[src/rtl/detect_trigger_ctrl.sv]
// rtl/detect_trigger_ctrl.sv - bright/dark detection window controller with hysteresis, debounce and timeout
//
// Purpose:
//   Watches a qualified RGB pixel stream and brackets one detection window per
//   bright-to-dark event. A run of DEBOUNCE bright pixels opens the window
//   (WAIT -> DETECT); a run of DEBOUNCE dark pixels closes it (DETECT -> WAIT).
//   An optional cycle timeout also closes the window. en=0 forces IDLE.
//
// Ports:
//   clk, rst                 clock, synchronous active-high reset
//   en                       controller enable (0 forces IDLE, highest priority)
//   pix_valid                vga_r/g/b carry a pixel this cycle
//   vga_r, vga_g, vga_b      colour channels, PIX_W bits each
//   start_detect             level, high while in DETECT
//   finish_detect            level, high while in WAIT
//   start_pulse              one cycle on entry to DETECT
//   finish_pulse             one cycle on DETECT -> WAIT via dark run
//   timeout_pulse            one cycle on DETECT -> WAIT via timeout
//   state_o                  0=IDLE, 1=WAIT, 2=DETECT
module detect_trigger_ctrl #(
  parameter int PIX_W    = 8,
  parameter int HI_THR   = 175,
  parameter int LO_THR   = 31,
  parameter int DEBOUNCE = 4,
  parameter int TIMEOUT  = 1000000
) (
  input  logic             clk,
  input  logic             rst,
  input  logic             en,
  input  logic             pix_valid,
  input  logic [PIX_W-1:0] vga_r,
  input  logic [PIX_W-1:0] vga_g,
  input  logic [PIX_W-1:0] vga_b,
  output logic             start_detect,
  output logic             finish_detect,
  output logic             start_pulse,
  output logic             finish_pulse,
  output logic             timeout_pulse,
  output logic [1:0]       state_o
);

  typedef enum logic [1:0] {
    S_IDLE   = 2'd0,
    S_WAIT   = 2'd1,
    S_DETECT = 2'd2
  } state_t;

  localparam int DW = $clog2(DEBOUNCE + 1);
  // A zero TIMEOUT would give a zero-width counter; keep one bit that is never used.
  localparam int TW = (TIMEOUT > 0) ? $clog2(TIMEOUT + 1) : 1;

  localparam logic [PIX_W-1:0] HI      = PIX_W'(HI_THR);
  localparam logic [PIX_W-1:0] LO      = PIX_W'(LO_THR);
  localparam logic [DW-1:0]    DB_LAST = DW'(DEBOUNCE - 1);
  localparam logic [DW-1:0]    DB_MAX  = DW'(DEBOUNCE);
  localparam logic [TW-1:0]    TO_LAST = TW'((TIMEOUT == 0) ? 0 : TIMEOUT - 1);
  localparam logic             TO_EN   = (TIMEOUT != 0);

  state_t          state_q, state_d;
  logic [DW-1:0]   cnt_q, cnt_d;
  logic [TW-1:0]   tcnt_q, tcnt_d;
  logic            start_pulse_q, start_pulse_d;
  logic            finish_pulse_q, finish_pulse_d;
  logic            timeout_pulse_q, timeout_pulse_d;

  logic bright, dark;
  logic target, run_done;
  logic [DW-1:0] cnt_next;

  assign bright = pix_valid & (vga_r > HI) & (vga_g > HI) & (vga_b > HI);
  assign dark   = pix_valid & (vga_r < LO) & (vga_g < LO) & (vga_b < LO);

  always_comb begin
    target   = 1'b0;
    cnt_next = cnt_q;
    // The class that advances the run depends on which edge of the window we await.
    if (state_q == S_WAIT) begin
      target = bright;
    end else if (state_q == S_DETECT) begin
      target = dark;
    end
    if (pix_valid) begin
      if (target) begin
        cnt_next = (cnt_q == DB_MAX) ? cnt_q : cnt_q + DW'(1);
      end else begin
        cnt_next = '0;
      end
    end
    run_done = target & (cnt_q == DB_LAST);
  end

  always_comb begin
    state_d         = state_q;
    cnt_d           = cnt_next;
    tcnt_d          = '0;
    start_pulse_d   = 1'b0;
    finish_pulse_d  = 1'b0;
    timeout_pulse_d = 1'b0;

    if (!en) begin
      state_d = S_IDLE;
      cnt_d   = '0;
    end else begin
      case (state_q)
        S_IDLE: begin
          state_d = S_WAIT;
          cnt_d   = '0;
        end
        S_WAIT: begin
          if (run_done) begin
            state_d       = S_DETECT;
            cnt_d         = '0;
            start_pulse_d = 1'b1;
          end
        end
        S_DETECT: begin
          // Dark completion outranks a coincident timeout.
          if (run_done) begin
            state_d        = S_WAIT;
            cnt_d          = '0;
            finish_pulse_d = 1'b1;
          end else if (TO_EN && (tcnt_q == TO_LAST)) begin
            state_d         = S_WAIT;
            cnt_d           = '0;
            timeout_pulse_d = 1'b1;
          end else begin
            tcnt_d = tcnt_q + TW'(1);
          end
        end
        default: begin
          state_d = S_IDLE;
          cnt_d   = '0;
        end
      endcase
    end
  end

  always_ff @(posedge clk) begin
    if (rst) begin
      state_q         <= S_IDLE;
      cnt_q           <= '0;
      tcnt_q          <= '0;
      start_pulse_q   <= 1'b0;
      finish_pulse_q  <= 1'b0;
      timeout_pulse_q <= 1'b0;
    end else begin
      state_q         <= state_d;
      cnt_q           <= cnt_d;
      tcnt_q          <= tcnt_d;
      start_pulse_q   <= start_pulse_d;
      finish_pulse_q  <= finish_pulse_d;
      timeout_pulse_q <= timeout_pulse_d;
    end
  end

  assign start_detect  = (state_q == S_DETECT);
  assign finish_detect = (state_q == S_WAIT);
  assign start_pulse   = start_pulse_q;
  assign finish_pulse  = finish_pulse_q;
  assign timeout_pulse = timeout_pulse_q;
  assign state_o       = state_q;

endmodule

[config.mk]
export PLATFORM = sky130hd
export DESIGN_NAME = detect_trigger_ctrl
export DESIGN_NICKNAME = d
export VERILOG_FILES = /design/src/rtl/detect_trigger_ctrl.sv
export SDC_FILE = /design/constraint.sdc
export NUM_CORES = 1
export LEC_CHECK = 0
export ABC_AREA = 1
export CAP_MARGIN = 20
export CORE_AREA = 2 2 83 85
export DETAILED_ROUTE_END_ITERATION = 7
export DIE_AREA = 0 0 85 87
export GPL_ROUTABILITY_DRIVEN = 1
export HOLD_SLACK_MARGIN = 0.1
export PLACE_DENSITY = 0.46
export SYNTH_ARGS = -nofsm -noshare
export SYNTH_HDL_FRONTEND = slang
export SYNTH_SLANG_ARGS = --single-unit
[constraint.sdc]
create_clock -name clk -period 2.58 [get_ports clk]
set_input_delay 0.258 -clock clk [delete_from_list [all_inputs] [get_ports clk]]
set_output_delay 0.258 -clock clk [all_outputs]
set_load 0.01 [all_outputs]
==> flow_summary.yaml, run 1 <==
routing:
  drc: 0
  first_pass_iters: 6
  antenna_left: 0
  vias_per_cell: 4.15
  wirelength_mm: 3.35
  drtIter0Drc: 29
  wl_per_cell_um: 9.95
  via_count: 1399
pwr:
  power_density_nw_per_um2: 409
  combPwrFrac_pct: 8.6
  sequentialPowerShare_pct: 50.7
  power_switching_uw: 167
  p_leak_uw: 0.000734
  p_int_uw: 689
  swShare_pct: 19.5
  peakVddDrop_uv: 277
  p_total_uw: 856
  clkPwrFrac_pct: 40.7
final_layout:
  drive_above_1_share_pct: 8.17
  multiInputGateArea_sq_um: 893
  syn_to_final_growth_pct: 31.1
  fillers: 716
  finalNetCount: 294
  antenna_cells: 0
  ff_latch_area_sq_um: 561
sta:
  setup_tns_ps: 0
  slew_headroom_pct: 74.3
  rsz0062_at_grt: "false"
  tightest_slew_ps: 384
  whs_ps: 465
  skew_ps: 2.56
  slew_viol_final: 0
  period_needed_ps: 1900
  fmax_mhz: 525
  setup_viol: 0
  fin_crit_sh_pct: 73.8
  hold_viol: 0
critical_path:
  r2r_slack_ps: 680
  r2r-start: "state_o[0]$_SDFFE_PP0P_"
  endpoint_kind: "register"
  arrival_ps: 2070
  crit_required_ps: 2750
  crit_path_start_kind: "register"
  crit_type: "register to register"
  r2r_cells: 12
  r2r_end: "tcnt_q[8]$_SDFF_PP0_"
  cp_max_fo: 20
synth:
  synth_compound_area_share_pct: 2.43
  yosys_warnings: 0
  synth_cell_type_count: 23
  synthSimpleGateAreaFrac_pct: 37.4
  ys.flop_type: "dfxtp_1"
  synth_top_family_by_area: "simple AND/OR/NAND/NOR gates"
  synth.avg_cell_area_sq_um: 7.26
  synth-async-reset-ratio_pct: 0
  synth_seq_cells: 28
  ys_seq_area_share_pct: 35.1
  synth_edf_count: 0
  synth_adder_area_share_pct: 6.27
  synth_mux_area_share_pct: 0
  synth-xor-area-share_pct: 9.87
  syn_inst: 220
  synthesis.area_sq_um: 1600
  synth_nets: 256
clock_tree:
  cts_sinks: 28
  htreeDepth: 1
  worstSkewPairLatency_ps: 270
  cts_hold_buf: 0
  post-cts-setup-buffer-count: 0
  ctsLongestPathBuffers: 2
  cts.repair.resized: 0
  cts_made_buffers: 3
  cts_tree: "yes"
  cts.reportedPaths.clkPinSlew_ps: 100
  root_buffer: "clkbuf_8"
floorplan:
  design.core.area_sq_um: 6570
  die_h_um: 87
  row_count: 30
  start_util_pct: 24.3
  dieArea_sq_um: 7400
  ios: 35
  chipWidth_um: 85
min_path:
  whs_path_depth: 1
  min_from: "tcnt_q[0]$_SDFF_PP0_"
  hold_end: "tcnt_q[0]$_SDFF_PP0_"
  hold_path_class: "register to register"
place:
  routabilityCongestion: 0.750
  portBuffers: 34
  dp_hpwl_mm: 2.66
flow_run:
  maxCapViolCount: 0
global_routing:
  grt_max_degree: 21
  overflow: 0
  grt_antenna_before_repair: 0
  grt_usage_pct: 9.75
  grt_pass1_wl_mm: 6.00
  grt_pass1_vias: 1423
outcome:
  status: "finished, final reports clean"
cells by family (layout without fill, tap and decap cells):
| family | after synthesis | in the layout |
|---|---|---|
| and+or+nand+nor | 125 | 125 |
| adders and majority gates | 8 | 8 |
| buffers and inverters | 34 | 71 |
| xor gates and xnor gates | 18 | 18 |
| DFF | 28 | 28 |
| AOI/OAI and AO/OA | 7 | 7 |
cells in the mapped netlist, types with 4 or more instances:
library cell / count / share of area (%)
nor2_1: 53 / 12
inv_1: 30 / 7.1
dfxtp_1: 28 / 35
nand2_1: 27 / 6.3
nand3_1: 19 / 6.0
xor2_1: 13 / 7.1
ha_1: 8 / 6.3
nor3_1: 6 / 1.9
xnor2_1: 5 / 2.7
nand2_2: 4 / 1.6
nand4_1: 4 / 1.6
worst max-delay path, stage by stage (launching register included):
cell and delay, ps:
dfxtp_1 350, inv_1 110, ha_1 280, inv_1 100
nor2_1 90, nand3_1 80, nor2_1 90, nand3_1 90
nand2_1 80, nand2_2 100, nand4_1 90, buf_4 250
nor2_1 70
stage by stage:
stage / cells / area [sq um] / worst slack [ps] / utilization [%]
final: 337 / 2090 / 676 / 31.9
after floorplan: 220 / 1600 / 898 / -
after global routing: 337 / 2090 / 451 / 31.9
after CTS: 337 / 2090 / 641 / 31.9
after global placement: 333 / 2020 / 706 / 30.8
after detailed placement: 333 / 2020 / 676 / 30.8
cell type report:
cell class / count / area share, %
Inverter: 32 / 5.74
Timing Repair Buffer: 35 / 16.6
Clock buffer: 3 / 1.97
Sequential cell: 28 / 26.8
Clock inverter: 1 / 1.43
Multi-Input combinational cell: 158 / 42.7
Tap cell: 80 / 4.78
state kept, by name (all words and copies together) (netlist names):
| register | flops |
|---|---|
| cnt_q | 3 |
| finish_pulse | 1 |
| start_pulse | 1 |
| state_o | 2 |
| tcnt_q | 20 |
| timeout_pulse | 1 |
routing by layer:
metal	up-vias	part of all wire [%]	GRT usage (%)
met5	-	0	0
met3	2	7.5	3.70
met4	0	0.36	0.866
met2	34	44	17.5
met1	605	48	11.4
li1	758	-	-
power by group through the flow:
stage,clock [uW],sequential (uW),combinational [uW]
2_1_floorplan,0,445,21.1
3_3_place_gp,0,444,74.7
3_5_place_dp,0,444,73.8
4_1_cts,363,434,74.2
5_1_grt,379,435,81.8
6_report,348,434,73.6
worst max path at each step:
stage                                        from                    end  slack (ps)  cells after the start
after CTS                 state_o[0]$_SDFFE_PP0P_   tcnt_q[8]$_SDFF_PP0_         640                     12
final                     state_o[0]$_SDFFE_PP0P_   tcnt_q[8]$_SDFF_PP0_         680                     12
after global routing      state_o[1]$_SDFFE_PP0P_  tcnt_q[13]$_SDFF_PP0_         450                     11
after global placement    state_o[0]$_SDFFE_PP0P_  tcnt_q[17]$_SDFF_PP0_         710                     12
after detailed placement  state_o[0]$_SDFFE_PP0P_  tcnt_q[14]$_SDFF_PP0_         680                     12
after floorplan           state_o[1]$_SDFFE_PP0P_   tcnt_q[8]$_SDFF_PP0_         900                     11
layout by cell type (no fill, tap or decap):
cell              n
nand3_1          19
clkbuf_8          3
nand3b_1          2
bufinv_16         1
buf_4             1
nor2_2            3
a21oi_1           3
inv_2             2
nor2_1           53
xnor2_1           5
xor2_1           13
nand2_2           4
nand2_1          27
a21o_1            1
nor4_2            1
inv_1            30
nand4_1           4
nor3_1            6
ha_1              8
nor3_4            2
o22ai_1           1
o21ai_0           2
nand3_2           2
clkdlybuf4s50_1  34
nor2_4            2
dfxtp_1          28
Power figures use the tool's default switching activity.
==> inputs of run 2 (changes only) <==
--- a/config.mk
+++ b/config.mk
@@ -12,7 +12,7 @@
 export DIE_AREA = 0 0 85 87
 export GPL_ROUTABILITY_DRIVEN = 1
 export HOLD_SLACK_MARGIN = 0.1
-export PLACE_DENSITY = 0.46
+export PLACE_DENSITY = 0.47
 export SYNTH_ARGS = -nofsm -noshare
 export SYNTH_HDL_FRONTEND = slang
 export SYNTH_SLANG_ARGS = --single-unit
==> constraint.sdc (replaced) <==
create_clock -name clk -period 1.57 [get_ports clk]
set_input_delay 0.157 -clock clk [delete_from_list [all_inputs] [get_ports clk]]
set_output_delay 0.157 -clock clk [all_outputs]
set_load 0.01 [all_outputs]
==> run 2 against run 1 <==
Effect of this change: hold slack improved by 57 ps; total power increased by 65%; design area rose by 13%; critical path depth shrank 1; clock skew is 0.52 ps higher; global-route usage barely moved; die area unchanged; highest routed layer unchanged; register-to-register slack got worse by 670 ps; flip-flop and latch count stayed put; critical path type unchanged; fmax is 21% higher; largest power group unchanged; critical endpoint is now tcnt_q[10]$_SDFF_PP0_.
==> flow_summary.yaml, run 2 (synthesis results as in run 1) <==
floorplan:
  design.core.area_sq_um: 6570
  ios: 35
  die_h_um: 87
  dieArea_sq_um: 7400
  chipWidth_um: 85
  row_count: 30
  start_util_pct: 24.3
global_routing:
  grt_usage_pct: 9.70
  grt_max_degree: 21
  grt_pass1_wl_mm: 5.98
  grt_antenna_before_repair: 0
  grt_pass1_vias: 1452
  overflow: 0
sta:
  rsz0062_at_grt: "true"
  setup_viol: 0
  slew_headroom_pct: 82.6
  hold_viol: 0
  fin_crit_sh_pct: 99.9
  setup_ws_ps: 2.20
  skew_ps: 3.08
  fmax_mhz: 638
  tightest_slew_ps: 260
  slew_viol_final: 0
  period_needed_ps: 1570
routing:
  wl_per_cell_um: 9.43
  drc: 0
  wirelength_mm: 3.43
  drtIter0Drc: 31
  antenna_left: 0
  first_pass_iters: 4
  vias_per_cell: 4.05
  via_count: 1475
place:
  portBuffers: 34
  dp_slack_ps: -55.9
  dp_hpwl_mm: 2.76
  post_dp_cell_area_sq_um: 2230
  routabilityCongestion: 0.795
pwr:
  combPwrFrac_pct: 9.6
  p_leak_uw: 0.000883
  sequentialPowerShare_pct: 50.4
  swShare_pct: 19.2
  power_density_nw_per_um2: 599
  clkPwrFrac_pct: 40.0
  power_switching_uw: 272
  peakVddDrop_uv: 591
  p_int_uw: 1140
critical_path:
  r2r_end: "tcnt_q[10]$_SDFF_PP0_"
  r2r_slack_ps: 2
  arrival_ps: 1740
  endpoint_kind: "register"
  cp_max_fo: 20
  crit_type: "register to register"
  crit_path_start_kind: "register"
  crit_required_ps: 1740
  r2r-start: "state_o[1]$_SDFFE_PP0P_"
  r2r_cells: 11
min_path:
  min_from: "tcnt_q[0]$_SDFF_PP0_"
  hold_end: "tcnt_q[0]$_SDFF_PP0_"
  whs_path_depth: 2
  hold_path_class: "register to register"
final_layout:
  largest_register_ffs: 20
  finalNetCount: 321
  syn_to_final_growth_pct: 47.8
  final_common_cell: "nor2_1"
  drive_above_1_share_pct: 20.8
  fin_area_sq_um: 2360
  top_register: "tcnt_q"
  mostFrequentLayoutCells: "nor2_1, clkdlybuf4s50_1, inv_1, nand2_1, dfxtp_1"
  antenna_cells: 0
clock_tree:
  cts_made_buffers: 3
  cts_sinks: 28
  htreeDepth: 1
  cts_tree: "yes"
  ctsLongestPathBuffers: 2
  root_buffer: "clkbuf_8"
  cts_hold_buf: 0
  cts.reportedPaths.clkPinSlew_ps: 100
  worstSkewPairLatency_ps: 270
flow_run:
  maxCapViolCount: 0
outcome:
  status: "finished, final reports clean"
## run 2: power by group through the flow
stage	Sequential [uW]	Clock, uW	Combinational, uW
6_report	713	565	136
5_1_grt	714	623	150
4_1_cts	713	592	137
3_5_place_dp	729	0	136
3_3_place_gp	729	0	136
2_1_floorplan	729	0	36.0
## run 2: area by class of cell
| type | count | area (sq um) |
|---|---|---|
| sequential | 28 | 566 |
| inverter | 32 | 120 |
| clock inverter | 1 | 30.0 |
| fill | 693 | 4210 |
| timing repair buffer | 62 | 568 |
| tap | 80 | 100 |
| multi-input combinational | 158 | 935 |
| clock buffer | 3 | 41.3 |
## run 2: worst max path at each step
stage / from / to
floorplan: state_o[1]$_SDFFE_PP0P_ / tcnt_q[8]$_SDFF_PP0_
global placement: tcnt_q[0]$_SDFF_PP0_ / state_o[1]$_SDFFE_PP0P_
detailed placement: vga_g[1] / tcnt_q[19]$_SDFF_PP0_
CTS: state_o[1]$_SDFFE_PP0P_ / tcnt_q[10]$_SDFF_PP0_
global route: state_o[1]$_SDFFE_PP0P_ / tcnt_q[8]$_SDFF_PP0_
finish: state_o[1]$_SDFFE_PP0P_ / tcnt_q[10]$_SDFF_PP0_
## run 2: stage by stage
step	hold WS (ps)	TNS (ps)	std cells	power [uW]	util (%)
after floorplan	364	0	220	765	-
after global placement	512	-866	356	865	33.9
after detailed placement	515	-1000	356	864	33.9
after CTS	531	-284	363	1440	35.6
after global routing	563	-3260	364	1490	35.9
final	522	0	364	1410	35.9
## run 2: metal layers
layer | track usage, % | up-vias | part of all wire [%]
li1 | - | 813 | -
met1 | 11.1 | 620 | 46
met2 | 17.5 | 40 | 46
met3 | 3.51 | 2 | 7.3
met4 | 1.73 | 0 | 0.50
met5 | 0 | - | 0
## run 2: repair_timing
item | 4_1_cts | 5_1_grt
gates resized for setup | 8 | 4
setup buffers | 3 | 1
gates cloned | 0 | 0
pin swaps | 0 | 3
setup endpoints to repair | 27 | 27
## run 2: worst max-delay path, cell delays in order (launching register included)
cell and delay, ps:
dfxtp_4 380, inv_2 50, ha_4 160, nor2_2 90, nand3_1 70, nor2_1 100, nand3_1 90, nand2_1 80
nand2_2 90, nand4_1 130, buf_12 170, nor2_1 50
==> inputs of run 3 (changes only) <==
==> constraint.sdc (replaced) <==
create_clock -name clk -period 1.57 [get_ports clk]
set_input_delay 0.314 -clock clk [delete_from_list [all_inputs] [get_ports clk]]
set_output_delay 0.314 -clock clk [all_outputs]
set_load 0.01 [all_outputs]
==> run 3 against run 2 <==
Effect of this change: the run now ends with setup timing left; total power grew 1.4%; routed wire length grew 3.0%; clock-buffer cell count is the same; fmax shrank 0.83%; setup slack lost 13 ps; flip-flop and latch count is the same; final cell count shrank 0.27%; critical path depth is the same; core utilization shrank 0.057 points; design area shrank 0.16%; clock skew shrank 0.56 ps; die area is the same; largest power group unchanged.
==> flow_summary.yaml, run 3 (synthesis results as in run 1) <==
outcome:
  status: "complete, but fails checks"
  violations: "setup timing"
critical_path:
  endpoint_kind: "register"
  crit_path_start_kind: "register"
  r2r-start: "state_o[1]$_SDFFE_PP0P_"
  cp-endpoint: "tcnt_q[13]$_SDFF_PP0_"
  crit_required_ps: 1750
  cp.depth: 11
  arrival_ps: 1760
  crit_path_max_incr_delay_ps: 390
  crit_type: "register to register"
  crit_slowest_cell: "dfxtp_4"
  crit_buf_inv: 2
  r2r_cells: 11
  r2r_slack_ps: -10
  crit_chain: "inv_2, ha_4, nor2_2, nand3_1, nor2_1, nand3_1, nand2_1, nand2_2, nand4_1, buf_12, nor2_1"
  path_delay_family: "simple AND/OR/NAND/NOR gates"
  cp_max_fo: 20
  startpoint: "state_o[1]$_SDFFE_PP0P_"
  r2r_end: "tcnt_q[13]$_SDFF_PP0_"
final_layout:
  largest_register_ffs: 20
  mostFrequentLayoutCells: "nor2_1, clkdlybuf4s50_1, inv_1, nand2_1, buf_4"
  drive_above_1_share_pct: 22.3
  antenna_cells: 0
  top_register: "tcnt_q"
  stdcell_count: 363
  final_common_cell: "nor2_1"
  finish.utilization_pct: 35.9
  syn_to_final_growth_pct: 47.6
  finalNetCount: 320
sta:
  fmax_mhz: 633
  skew_ps: 2.52
  setup_viol: 20
  fin_crit_sh_pct: 101
  period_needed_ps: 1580
  slew_headroom_pct: 83.2
  hold_viol: 0
  rsz0062_at_grt: "true"
  tightest_slew_ps: 252
  setup_ws_ps: -10.9
  slew_viol_final: 0
  whs_ps: 524
routing:
  wl_per_cell_um: 9.74
  drc: 0
  via_count: 1490
  vias_per_cell: 4.10
  first_pass_iters: 2
  antenna_left: 0
  drtIter0Drc: 33
  wirelength_mm: 3.54
pwr:
  power_density_nw_per_um2: 609
  peakVddDrop_uv: 634
  p_total_uw: 1430
  p_leak_uw: 0.000883
clock_tree:
  cts_hold_buf: 0
  worstSkewPairLatency_ps: 270
  root_buffer: "clkbuf_8"
  htreeDepth: 1
  cts_made_buffers: 3
  cts_tree: "yes"
  cts.reportedPaths.clkPinSlew_ps: 100
  cts_sinks: 28
  ctsLongestPathBuffers: 2
floorplan:
  ios: 35
  chipWidth_um: 85
  start_util_pct: 24.3
  row_count: 30
  die_h_um: 87
  design.core.area_sq_um: 6570
  dieArea_sq_um: 7400
flow_run:
  maxCapViolCount: 0
place:
  portBuffers: 34
  placedCellCount: 356
  routabilityCongestion: 0.803
  dp_hpwl_mm: 2.86
global_routing:
  grt_max_degree: 21
  overflow: 0
  grt_antenna_before_repair: 0
  grt_pass1_vias: 1505
  grt_pass1_wl_mm: 6.31
  grt_usage_pct: 10.3
min_path:
  hold_path_class: "register to register"
## run 3: per-layer routing
layer	part of all wire (%)	track usage (%)	vias up
met1	45	11.7	643
met2	47	19.1	35
met5	0	0	-
met4	0.37	1.30	0
li1	-	-	810
met3	7.2	3.32	2
## run 3: per-stage QoR
step           setup WS [ps]  TNS [ps]  cell area, sq um
3_3_place_gp            -189     -4360              2230
5_1_grt                 -206     -4590              2360
6_report               -10.9      -144              2360
3_5_place_dp            -229     -4900              2230
4_1_cts                -34.6      -589              2330
2_1_floorplan           15.2         0              1620
## run 3: worst min path at each step
| stage | from | endpoint | slack (ps) | cells past startpoint |
|---|---|---|---|---|
| 4_1_cts | tcnt_q[0]$_SDFF_PP0_ | tcnt_q[0]$_SDFF_PP0_ | 530 | 2 |
| 6_report | tcnt_q[0]$_SDFF_PP0_ | tcnt_q[0]$_SDFF_PP0_ | 520 | 2 |
| 5_1_grt | tcnt_q[0]$_SDFF_PP0_ | tcnt_q[0]$_SDFF_PP0_ | 560 | 2 |
| 2_1_floorplan | tcnt_q[0]$_SDFF_PP0_ | tcnt_q[0]$_SDFF_PP0_ | 420 | 1 |
| 3_3_place_gp | tcnt_q[0]$_SDFF_PP0_ | tcnt_q[0]$_SDFF_PP0_ | 510 | 2 |
| 3_5_place_dp | tcnt_q[0]$_SDFF_PP0_ | tcnt_q[0]$_SDFF_PP0_ | 520 | 2 |
## run 3: what timing repair did
item / 4_1_cts / 5_1_grt
endpoints found under the hold margin: 0 / 0
resized for setup: 14 / 6
endpoints found under the setup margin: 29 / 28
pin swaps: 2 / 0
buffers inserted: 1 / 2
## run 3: power breakdown
part | switching [uW] | internal, uW | leakage (uW) | total (uW)
logic | 47.3 | 96.3 | 0.000620 | 144
registers | 3.32 | 709 | 0.000227 | 713
clock network | 236 | 341 | 0.0000357 | 577
total | 287 | 1150 | 0.000883 | 1430
## run 3: tightest hold or removal path, stage by stage (launching register included)
cell and delay [ps]:
dfxtp_1 350, buf_4 110, nor2_1 30
## run 3: area by class of cell
| class | count | area [sq um] |
|---|---|---|
| inverter | 32 | 123 |
| fill | 685 | 4210 |
| timing repair buffer | 61 | 546 |
| multi-input combinational | 158 | 948 |
| tap | 80 | 100 |
| clock buffer | 3 | 41.3 |
| clock inverter | 1 | 30.0 |
| sequential | 28 | 568 |
